==> src/rtl/maze_pkg.sv <==
// Shared types and constants for the maze memory and the solver datapath.
package maze_pkg;

   typedef enum logic [1:0] {
      ST_CLEAR = 2'd0,
      ST_IDLE  = 2'd1,
      ST_LOAD  = 2'd2,
      ST_READY = 2'd3
   } maze_state_t;

   localparam int MAZE_N  = 16;
   localparam int COORD_W = 4;

   localparam logic [COORD_W-1:0] START_X = 4'd0;
   localparam logic [COORD_W-1:0] START_Y = 4'd0;
   localparam logic [COORD_W-1:0] END_X   = 4'd15;
   localparam logic [COORD_W-1:0] END_Y   = 4'd15;

endpackage

==> src/rtl/maze_memory_bitmap.sv <==
// 16x16 bit array with whole-row write, single-bit set and a registered bit read.
module bitmap_16x16
   import maze_pkg::*;
(
   input  logic               cl,
   input  logic               rst,
   input  logic               row_we,
   input  logic [COORD_W-1:0] row_idx,
   input  logic [MAZE_N-1:0]  row_data,
   input  logic               bit_set,
   input  logic [COORD_W-1:0] x,
   input  logic [COORD_W-1:0] y,
   input  logic               rd_en,
   output logic               rd_bit
);

   logic [MAZE_N-1:0] bits_r [MAZE_N];
   logic              rd_bit_r;

   // storage array: contents deliberately survive reset
   always_ff @(posedge cl) begin
      if (row_we) begin
         bits_r[row_idx] <= row_data;
      end
      if (bit_set) begin
         bits_r[y][x] <= 1'b1;
      end
   end

   // read register: samples the pre-write value, so a same-edge set is not seen
   always_ff @(posedge cl) begin
      if (rst) begin
         rd_bit_r <= 1'b0;
      end else if (rd_en) begin
         rd_bit_r <= bits_r[y][x];
      end
   end

   assign rd_bit = rd_bit_r;

endmodule

==> src/rtl/maze_memory.sv <==
// Maze wall/visited store: row-stream loader, visited clear sweep and 1-cycle cell queries.
module maze_memory
   import maze_pkg::*;
#(
   parameter int N = 16
) (
   input  logic               cl,
   input  logic               rst,
   input  logic               load_start,
   input  logic               load_valid,
   input  logic [N-1:0]       load_data,
   output logic               load_ready,
   output logic               load_done,
   output logic               maze_ok,
   output logic               busy,
   output logic               bad_maze,
   input  logic [COORD_W-1:0] x_pos,
   input  logic [COORD_W-1:0] y_pos,
   input  logic               rd,
   output logic               rd_valid,
   output logic               wall,
   output logic               visited,
   input  logic               mark,
   input  logic               clr_visited,
   output logic               err
);

   maze_state_t        state_r, state_nx_s;
   logic [COORD_W-1:0] cnt_r, cnt_nx_s;
   logic               loaded_r, loaded_nx_s;
   logic               pend_r, pend_nx_s;
   logic               done_r, done_nx_s;
   logic               err_r, err_nx_s;
   logic               maze_ok_r, rd_valid_r, bad_maze_r;
   logic               bad_start_r, bad_end_r;
   logic               wall_we_s, vis_clr_s, rd_acc_s, mark_acc_s;

   // next-state and per-cycle strobes
   always_comb begin
      state_nx_s  = state_r;
      cnt_nx_s    = cnt_r;
      loaded_nx_s = loaded_r;
      pend_nx_s   = pend_r;
      done_nx_s   = 1'b0;
      err_nx_s    = 1'b0;
      wall_we_s   = 1'b0;
      vis_clr_s   = 1'b0;
      rd_acc_s    = 1'b0;
      mark_acc_s  = 1'b0;
      case (state_r)
         ST_CLEAR: begin
            vis_clr_s = 1'b1;
            cnt_nx_s  = cnt_r + 4'd1;
            err_nx_s  = load_start | clr_visited;
            if (cnt_r == END_Y) begin
               state_nx_s = loaded_r ? ST_READY : ST_IDLE;
               done_nx_s  = loaded_r & pend_r;
               pend_nx_s  = 1'b0;
            end else begin
               state_nx_s = ST_CLEAR;
            end
         end
         ST_IDLE: begin
            if (load_start) begin
               state_nx_s  = ST_LOAD;
               cnt_nx_s    = 4'd0;
               loaded_nx_s = 1'b0;
            end else begin
               state_nx_s = ST_IDLE;
            end
         end
         ST_LOAD: begin
            err_nx_s = load_start | clr_visited;
            if (load_valid) begin
               wall_we_s = 1'b1;
               cnt_nx_s  = cnt_r + 4'd1;
               if (cnt_r == END_Y) begin
                  state_nx_s  = ST_CLEAR;
                  loaded_nx_s = 1'b1;
                  pend_nx_s   = 1'b1;
               end else begin
                  state_nx_s = ST_LOAD;
               end
            end else begin
               state_nx_s = ST_LOAD;
            end
         end
         ST_READY: begin
            if (load_start) begin
               state_nx_s  = ST_LOAD;
               cnt_nx_s    = 4'd0;
               loaded_nx_s = 1'b0;
            end else if (clr_visited) begin
               state_nx_s = ST_CLEAR;
               cnt_nx_s   = 4'd0;
            end else begin
               rd_acc_s   = rd;
               mark_acc_s = mark;
            end
         end
         default: begin
            state_nx_s  = ST_CLEAR;
            cnt_nx_s    = 4'd0;
            loaded_nx_s = 1'b0;
            pend_nx_s   = 1'b0;
         end
      endcase
   end

   // state, counter and registered status outputs
   always_ff @(posedge cl) begin
      if (rst) begin
         state_r     <= ST_CLEAR;
         cnt_r       <= 4'd0;
         loaded_r    <= 1'b0;
         pend_r      <= 1'b0;
         done_r      <= 1'b0;
         err_r       <= 1'b0;
         maze_ok_r   <= 1'b0;
         rd_valid_r  <= 1'b0;
         bad_maze_r  <= 1'b0;
         bad_start_r <= 1'b0;
         bad_end_r   <= 1'b0;
      end else begin
         state_r    <= state_nx_s;
         cnt_r      <= cnt_nx_s;
         loaded_r   <= loaded_nx_s;
         pend_r     <= pend_nx_s;
         done_r     <= done_nx_s;
         err_r      <= err_nx_s;
         maze_ok_r  <= (state_nx_s == ST_READY);
         rd_valid_r <= rd_acc_s;
         // corner walls are snooped off the load stream and published with load_done
         if (wall_we_s && (cnt_r == START_Y)) begin
            bad_start_r <= load_data[START_X];
         end
         if (wall_we_s && (cnt_r == END_Y)) begin
            bad_end_r <= load_data[END_X];
         end
         if (done_nx_s) begin
            bad_maze_r <= bad_start_r | bad_end_r;
         end
      end
   end

   bitmap_16x16 u_walls (
      .cl       (cl),
      .rst      (rst),
      .row_we   (wall_we_s),
      .row_idx  (cnt_r),
      .row_data (load_data),
      .bit_set  (1'b0),
      .x        (x_pos),
      .y        (y_pos),
      .rd_en    (rd_acc_s),
      .rd_bit   (wall)
   );

   bitmap_16x16 u_visited (
      .cl       (cl),
      .rst      (rst),
      .row_we   (vis_clr_s),
      .row_idx  (cnt_r),
      .row_data (16'h0000),
      .bit_set  (mark_acc_s),
      .x        (x_pos),
      .y        (y_pos),
      .rd_en    (rd_acc_s),
      .rd_bit   (visited)
   );

   assign load_ready = (state_r == ST_LOAD);
   assign busy       = (state_r == ST_LOAD) || (state_r == ST_CLEAR);
   assign maze_ok    = maze_ok_r;
   assign load_done  = done_r;
   assign err        = err_r;
   assign rd_valid   = rd_valid_r;
   assign bad_maze   = bad_maze_r;

endmodule
==> config.mk <==
export PLATFORM = sky130hd
export DESIGN_NAME = maze_memory
export DESIGN_NICKNAME = d
export VERILOG_FILES = /design/src/rtl/maze_pkg.sv /design/src/rtl/maze_memory_bitmap.sv /design/src/rtl/maze_memory.sv
export SDC_FILE = /design/constraint.sdc
export NUM_CORES = 1
export LEC_CHECK = 0
export CAP_MARGIN = 20
export CORE_UTILIZATION = 60
export DETAILED_ROUTE_END_ITERATION = 8
export GPL_TIMING_DRIVEN = 0
export HOLD_SLACK_MARGIN = 0.15
export PLACE_DENSITY = 0.75
export SLEW_MARGIN = 30
export SYNTH_ARGS = -nofsm -noshare
export SYNTH_HDL_FRONTEND = slang
export SYNTH_SLANG_ARGS = --single-unit
==> constraint.sdc <==
create_clock -name cl -period 6.87 [get_ports cl]
set_clock_uncertainty 0.05 [all_clocks]
set_input_delay 2.061 -clock cl [delete_from_list [all_inputs] [get_ports cl]]
set_output_delay 2.061 -clock cl [all_outputs]
set_load 0.02 [all_outputs]
# == Word level (Yosys, flattened, before mapping) ==
# Memory sizes are Yosys's and may differ from the RTL's.
# Index checks and enable logic that the tools add are counted.
# totals
output_inout_bits,9
mem_bits_rw,512
latch_bits,0
ff_bits,17
romBits,0
memories,2
# memory_table
memory,words,width,rd,rd_clocked_by_memory_dff,write_ports,line,rtl
u_visited.bits_r,16,16,1,0,1,maze_memory_bitmap.sv:17,logic [MAZE_N-1:0] bits_r [MAZE_N];
u_walls.bits_r,16,16,1,0,1,maze_memory_bitmap.sv:17,
# classes
eq_ne,11
muxes,45
n_div,0
n_addsub,1
n_lt_le_gt_ge,2
n_bitwise,4
n_shift,0
n_mul,0
reduce_logical,15
# op_table
cell,n
two-way mux 16 bit,3
two-way mux 1 bit,23
two-way mux 4 bit,5
case mux 4 bit (4 select lines),1
OR reduction 16 bit,1
two-way mux 2 bit,7
binary-select mux 1 bit (select 4 bit),2
case mux 2 bit (4 select lines),1
AND reduction 4 bit,2
"== test 2 bit, second input constant",3
"!= test 2 bit, second input constant",3
OR reduction 2 bit,3
"< comparator 4 x 5 -> 1 bit, second input constant",1
"adder 4 x 1 -> 4 bit, second input constant",1
demux 1 bit (select 4 bit),1
"== test 4 bit, second input constant",1
"greater-or-equal comparator 4 x 1 -> 1 bit, second input constant",1
zero test 4 bit,1
"!= test 2 x 1 -> 1 bit, second input constant",2
case mux 1 bit (2 select lines),2
nonzero test 2 bit,2
logical AND 1 bit,3
"!= test 3 bit, second input constant",1
AND reduction 3 bit,1
other kinds (6),7

# == Logic depth before layout (Yosys ltp) ==
# logic_depth
depth_word,7
ltp_mapped,11
mapped_depth_nobuf,7

# == Hierarchy ==
# A second synthesis with hierarchy kept.
# hier_totals
cells_unflattened,2890
hier_area_um2,24466.0
# modules_own_cells
mod,area_per_inst_um2,seq_area_each_um2,instances,cells_each
bitmap_16x16,11830.1,5144.9,2,1400
maze_memory,805.8,300.3,1,90

# == Least setup slack after synthesis ==
# No wires, ideal clock.
# synth_timing
path_type,input -> register
from,in clr_visited
to,mem u_visited.bits_r[10][10] (enable)
t_arrival_ns,5.648
stages,8
t_required_ns,6.566
setup_ns,0.254
path_slack_ns,0.918
path_buffers,2
cell_sequence,nor2_1 > nand4_1 > inv_1 > buf_2 > o21ai_0 > nand2_1 > clkbuf_1 > nor2_1
# synth_between
elab_chain_len,7
word_cells_on_any_way,8
cone_classes,mux (7); reduce/logical (1)
# synth_rtl
element,line,rtl
from (decl),maze_memory.sv:24,"input logic clr_visited,"
two-way mux 1 bit *,maze_memory.sv:93,end else if (clr_visited) begin
two-way mux 1 bit *,maze_memory.sv:89,if (load_start) begin
two-way mux 1 bit *,maze_memory.sv:50,case (state_r)
two-way mux 1 bit *,maze_memory_bitmap.sv:25,if (bit_set) begin
two-way mux 16 bit (implied by the code) *,maze_memory_bitmap.sv:26,bits_r[y][x] <= 1'b1;
OR reduction 16 bit (no source line),n/a,
two-way mux 4 bit (no source line) or two-way mux 16 bit (tied branches),n/a,
to (decl),maze_memory_bitmap.sv:17,
# Every way passes the cells marked *; elsewhere a longest branch is shown, timed or not.

# == Worst setup path after layout ==
# layout_timing
from,in clr_visited
to,mem u_visited.bits_r[12][6] (enable)
# The elaborated chain is that of the path after synthesis.

==> flow_summary.yaml <==
status:
  status: "finished clean"
logic_synthesis:
  syn-num-nets: 1353
  synth.most_common_cell: "sky130_fd_sc_hd__edfxtp_1"
  synthCells: 1318
  yosysUniqueCellTypes: 61
  synth_top_cells_by_count: "512 x sky130_fd_sc_hd__edfxtp_1, 293 x sky130_fd_sc_hd__nor2_1, 107 x sky130_fd_sc_hd__mux4_2"
  ys_ff_latch: 529
  yosysTopAreaCellShare_pct: 69.6
  yosysTopAreaCell: "sky130_fd_sc_hd__edfxtp_1"
  yosys_warnings: 0
  synth_enable_flop_cells: 512
  synthArstFlopShare_pct: 0
  syn_area_per_cell_um2: 16.8
  synth.top_cells.by_area: "sky130_fd_sc_hd__edfxtp_1 70%, sky130_fd_sc_hd__mux4_2 11%, sky130_fd_sc_hd__nor2_1 5.0%, sky130_fd_sc_hd__mux4_1 2.5%, sky130_fd_sc_hd__dfxtp_1 1.5%"
  synth-main-ff-cell: "sky130_fd_sc_hd__edfxtp_1"
  synth_sequential_area_ratio_pct: 71.2
  netlist_area_mm2: 0.0221
floorplan:
  dieHeight_um: 194
  design.core.area_mm2: 0.0359
  initial_utilization_pct: 61.5
  floorplan.die.width_um: 194
  ios: 40
  number_of_placement_rows: 69
  dieArea_mm2: 0.0376
place:
  hpwl_um: 35500
  post-place-ws_ns: 0.784
  placement.io_buffers: 34
  routabilityCongestion: 0.898
cells_and_area:
  finish.utilization_pct: 69.7
  drive_gt1_share_pct: 18.9
  syn_to_final_growth_pct: 13.3
  final_nets: 1461
sta:
  finalSetupTns_ns: 0
  min_period_over_period_pct: 81.8
  max_clock_freq_mhz: 178
  timing.final.ws_setup_ns: 1.25
  final-setup-viol-count: 0
  max-slew-margin-rel_pct: 27.7
  worstMarginPinSlew_ns: 1.08
  number_of_slew_limit_violations_in_the_final_report: 0
  final-hold-violation-count: 0
  grt_setup_unrepaired: "no"
  final_period_minus_worst_setup_slack_ns: 5.62
clock_tree:
  cts_num_sinks: 529
  tritoncts_buffers: 51
  clk-insertion-delay-late_ns: 0.58
  maximum_count_of_clock_buffers_along_a_single_path: 3
  clk_pin_slew_worst_paths_ns: 0.06
  tritoncts: "done"
  cts_hold_repair.buffers: 0
  h-tree-depth: 2
  post-cts-setup-buffer-count: 0
  clockRootBuffer: "sky130_fd_sc_hd__clkbuf_16"
  post_cts.resized_instances: 0
global_routing:
  grt_pass1_wl_um: 82100
  antenna_found_initial: 1
  global_route.usage.total_pct: 30.6
  grt_remaining_overflow: 0
  grt_start_max_net_pins: 140
  number_of_global_route_vias_before_repair: 12800
critical_path:
  worst_path_most_repeated_cell: "sky130_fd_sc_hd__nor2_1"
  worst_ep_required_ns: 7.11
  path_max_fanout: 127
  crit_type: "input port to flop"
  path_cells: "clkdlybuf4s50_1 > nor2_1 > nand4_1 > inv_1 > buf_8 > o21ai_0 > nand2_1 > clkbuf_1 > nor2_1"
  worst_path_max_delay_cell: "sky130_fd_sc_hd__clkbuf_1"
  crit_path_max_incr_delay_ns: 0.78
  critical_path_launch_point_type: "input port"
  timing.critical_path.arrival_ns: 5.85
  critPathCaptureType: "flop"
routing:
  drt-total-wl_um: 56700
  detailedRoute.firstPassIterationCount: 5
  detail_route.vias_per_cell: 6.70
  detail_route.drc_violations: 0
  top_layer_used: "met4"
  route.vias.total: 12900
  drt_first_iter_violations: 1684
  routed-wl-met2_um: 26800
  metal1_wirelength_um: 21000
  wire_per_inst_um: 29.5
  antenna_violating_nets_post_route: 0
  detailroute.wirelength.met3_um: 6610
power:
  power-per-cell-area_mw_per_mm2: 262
  power.leakage_nw: 8.28
  ir_worst_vdd_uv: 222
worst_hold_path:
  hp-class: "flop to flop"
run:
  max-cap-violations: 0
-- layout by cell type (no fill, tap or decap), types with 17 or more instances in the layout --
cell type and n:
sky130_fd_sc_hd__a22oi_1 19, sky130_fd_sc_hd__clkbuf_1 49, sky130_fd_sc_hd__edfxtp_1 512, sky130_fd_sc_hd__mux4_2 107, sky130_fd_sc_hd__clkbuf_16 51, sky130_fd_sc_hd__clkdlybuf4s50_1 34, sky130_fd_sc_hd__buf_2 24, sky130_fd_sc_hd__buf_4 25
sky130_fd_sc_hd__mux4_1 21, sky130_fd_sc_hd__dfxtp_1 17, sky130_fd_sc_hd__mux2i_1 27, sky130_fd_sc_hd__nand2_1 57, sky130_fd_sc_hd__nor2_1 282, sky130_fd_sc_hd__a21oi_1 40
-- final timing paths --
kind	start	endpoint	slack, ns	cells after the start
setup / recovery	clr_visited	u_visited.bits_r[12][6]	1.25	9
hold / removal	bad_end_r	bad_end_r	0.41	2
setup reg to reg	state_r[1]	u_visited.bits_r[12][6]	2.90	8
hold reg to reg	bad_end_r	bad_end_r	0.41	2
-- sequential cells by signal, summed over array words and instances (netlist names) --
register and count:
bad_end_r 1, bad_maze 1, bad_start_r 1, cnt_r 4, err 1, load_done 1, loaded_r 1, maze_ok 1
pend_r 1, rd_valid 1, state_r 2, u_visited.bits_r 256, u_visited.rd_bit 1, u_walls.bits_r 256, u_walls.rd_bit 1
-- metal layers --
metal	track usage [%]	up-vias
met2	48.7	837
met5	0	-
met1	41.7	6578
met4	13.4	0
li1	-	5339
met3	6.44	151
-- cell families after synthesis --
logic type	Yosys count	share of synthesized area (%)
compound gates	110	3.39
fa+ha+maj	4	0.227
buf+inv	100	2.69
flops	529	71.2
mux	157	14.7
simple gates	418	7.81
-- worst max-delay path, delay by kind of cell --
| family | cells | cell delay (ns) |
|---|---|---|
| buffers and inverters | 4 | 2.06 |
| AOI/OAI and AO/OA | 1 | 0.36 |
| and+or+nand+nor | 4 | 1.33 |
-- area by class of cell --
class	instances	area [um^2]
Multi-Input combinational cell	689	5880
Fill cell	2299	10900
Timing Repair Buffer	55	693
Inverter	10	37.5
Sequential cell	529	15700
Clock buffer	72	1420
Tap cell	461	577
Buffer	90	568
Antenna cell	1	2.50
Clock inverter	19	126
-- metrics by stage --
| step | hold slack [ns] | cell area, um^2 | std cells | power (mW) |
|---|---|---|---|---|
| finish | 0.409 | 25000 | 1926 | 6.56 |
| global route | 0.446 | 25000 | 1925 | 6.70 |
| CTS | 0.415 | 25000 | 1925 | 6.56 |
| detailed placement | 0.409 | 23500 | 1834 | 3.99 |
| global placement | 0.395 | 23000 | 1813 | 3.98 |
| floorplan | 0.381 | 22100 | 1318 | 3.84 |
-- power breakdown --
part	switching [mW]	internal, mW	total, mW	leakage (nW)
logic	0.224	0.138	0.362	3.12
registers	0.0114	3.55	3.56	4.41
clock network	1.16	1.47	2.63	0.758
total	1.40	5.16	6.56	8.28
Note: power is estimated with default switching activity, not from simulation.
==> variant (config.mk and constraints unchanged) <==
`COORD_W`: 4 -> 6.
--- a/src/rtl/maze_pkg.sv
+++ b/src/rtl/maze_pkg.sv
@@ -10,5 +10,5 @@
 
    localparam int MAZE_N  = 16;
-   localparam int COORD_W = 4;
+   localparam int COORD_W = 6;
 
    localparam logic [COORD_W-1:0] START_X = 4'd0;
Interface: changed (resized x_pos and y_pos); port bits go from 40 to 44. No check against the original RTL was run, so the function may have changed too.
==> variant against the original RTL <==
  * Sequential cell count increased by 2
  * Combinational power about the same
  * Via count increased by 3.1%
  * Routed wire length up 1.9%
  * First-iteration DRC count rose by 9.7%
  * Final area grew 0.56%
  * Largest power group unchanged
  * Critical path type unchanged
  * Critical endpoint is now u_visited.rd_bit$_SDFFE_PP0P_
  * Die area rose by 0.13%
  * Power increased by 1.5%
  * Worst setup slack gained 0.18 ns
  * Clock power is 3% higher
  * Area after synthesis is 0.13% higher
==> variant: results (changes against the original RTL) <==
- Num CTS Buffers: 52 (was 51)
- Compound-Gate Fraction of Synth Area: 3.67% (was 3.39%)
- Crit-path max FO: 10 (was 127)
- Largest net degree at the start of global routing: 137 (was 140)
- P_leak: 8.34 nW (was 8.28 nW)
- Top Registers: u_visited.bits_r (256), u_walls.bits_r (256), cnt_r (6) (was u_visited.bits_r (256), u_walls.bits_r (256), cnt_r (4))
- Slew headroom: 32.0% (was 27.7%)
- First-pass GRT wire length: 84.7 mm (was 82.1 mm)
- IO Port Bufs: 37 (was 34)
- Final Non-Filler Cells: 1969 (was 1926)
- Post-synthesis sequential area ratio: 71.2% (about the same)
- Vias in the first global route: 13259 (was 12812)
- # nets final: 1503 (was 1461)
- Placed Area: 23500 um2 (about the same)
- XOR/XNOR Fraction of Synth Area: 0.119% (was 0%)
- Synth Area in Adders: 0.226% (was 0.227%)
- Commonest cells post-synth: edfxtp_1 (512), nor2_1 (311), mux4_2 (91) (was edfxtp_1 (512), nor2_1 (293), mux4_2 (107))
- Post-Syn Instances: 1350 (was 1318)
- Gr usage total: 31.4% (was 30.6%)
- Mux share of post-synthesis cell area: 14.2% (was 14.7%)
- Status: finished clean (unchanged)
- Placement Setup Slack: 0.994 ns (was 0.784 ns)
- Share of layout cells above drive strength 1: 17.6% (was 18.9%)
- Post-synth cell types: 58 (was 61)
- Dpl hpwl: 36.5 mm (was 35.5 mm)
- DR WL/cell: 29.4 um (was 29.5 um)
- Area growth from synthesis to layout: 13.7% (was 13.3%)
- Gpl congestion: 0.908 (was 0.898)
- Vias per cell: 6.76 (was 6.70)
- Placed cell count: 1871 (was 1834)
- Synth area leaders: edfxtp_1 (70%), mux4_2 (9.3%), nor2_1 (5.3%), mux4_1 (2.9%), dfxtp_1 (1.7%) (was edfxtp_1 (70%), mux4_2 (11%), nor2_1 (5.0%), mux4_1 (2.5%), dfxtp_1 (1.5%))
- Initial antenna violation count: 0 (was 1)
- Drt first-iter violations: 1848 (was 1684)
-- variant: cell count changes in the layout (fill, tap and decap cells not counted), sizes merged, moves of 6 or more --
cell    change
a31oi       +9
o21ai       +6
nand3       +8
a21oi      -10
a221oi      +6
nand2       -6
mux4       -13
mux2        +6
clkinv      +6
nor2b       -7
mux2i      +10
nor2       +17
-- variant: area by class of cell --
cell class / count / area share [%]
Tap cell: 461 / 2.29
Buffer: 86 / 2.06
Sequential cell: 531 / 62.6
Clock buffer: 70 / 5.61
Multi-Input combinational cell: 723 / 23.6
Timing Repair Buffer: 60 / 2.87
Inverter: 10 / 0.149
Clock inverter: 28 / 0.781
-- variant: power breakdown --
part / switching (mW) / total [mW] / internal, mW
clock: 1.20 / 2.72 / 1.52
sequential: 0.0119 / 3.58 / 3.57
combinational: 0.229 / 0.361 / 0.132
total: 1.44 / 6.66 / 5.22
-- variant: metal layers --
metal	part of all wire (%)	vias to the layer above	global-route usage, %
li1	-	5491	-
met1	37	6684	43.5
met2	47	945	49.7
met3	11	191	5.95
met4	4.3	0	12.7
met5	0	-	0
-- variant: final timing paths --
check	end	slack [ns]	cells after the start	start
worst min register to register	load_done$_SDFF_PP0_	0.45	2	pend_r$_SDFFE_PP0P_
worst max register to register	u_visited.bits_r[15][14]$_DFFE_PP_	3.12	9	state_r[0]$_SDFF_PP0_
worst max-delay path	u_visited.rd_bit$_SDFFE_PP0P_	1.44	11	y_pos[3]
worst min-delay path	load_done$_SDFF_PP0_	0.45	2	pend_r$_SDFFE_PP0P_
-- variant: critical path, stage by stage --
cell             delay (ns)
clkdlybuf4s50_1        0.53
buf_4                  0.23
buf_2                  0.31
clkbuf_1               0.60
clkbuf_1               0.75
o221ai_1               0.30
a21oi_1                0.18
o21ai_0                0.16
nand4b_1               0.20
nand4_1                0.18
a311oi_1               0.34
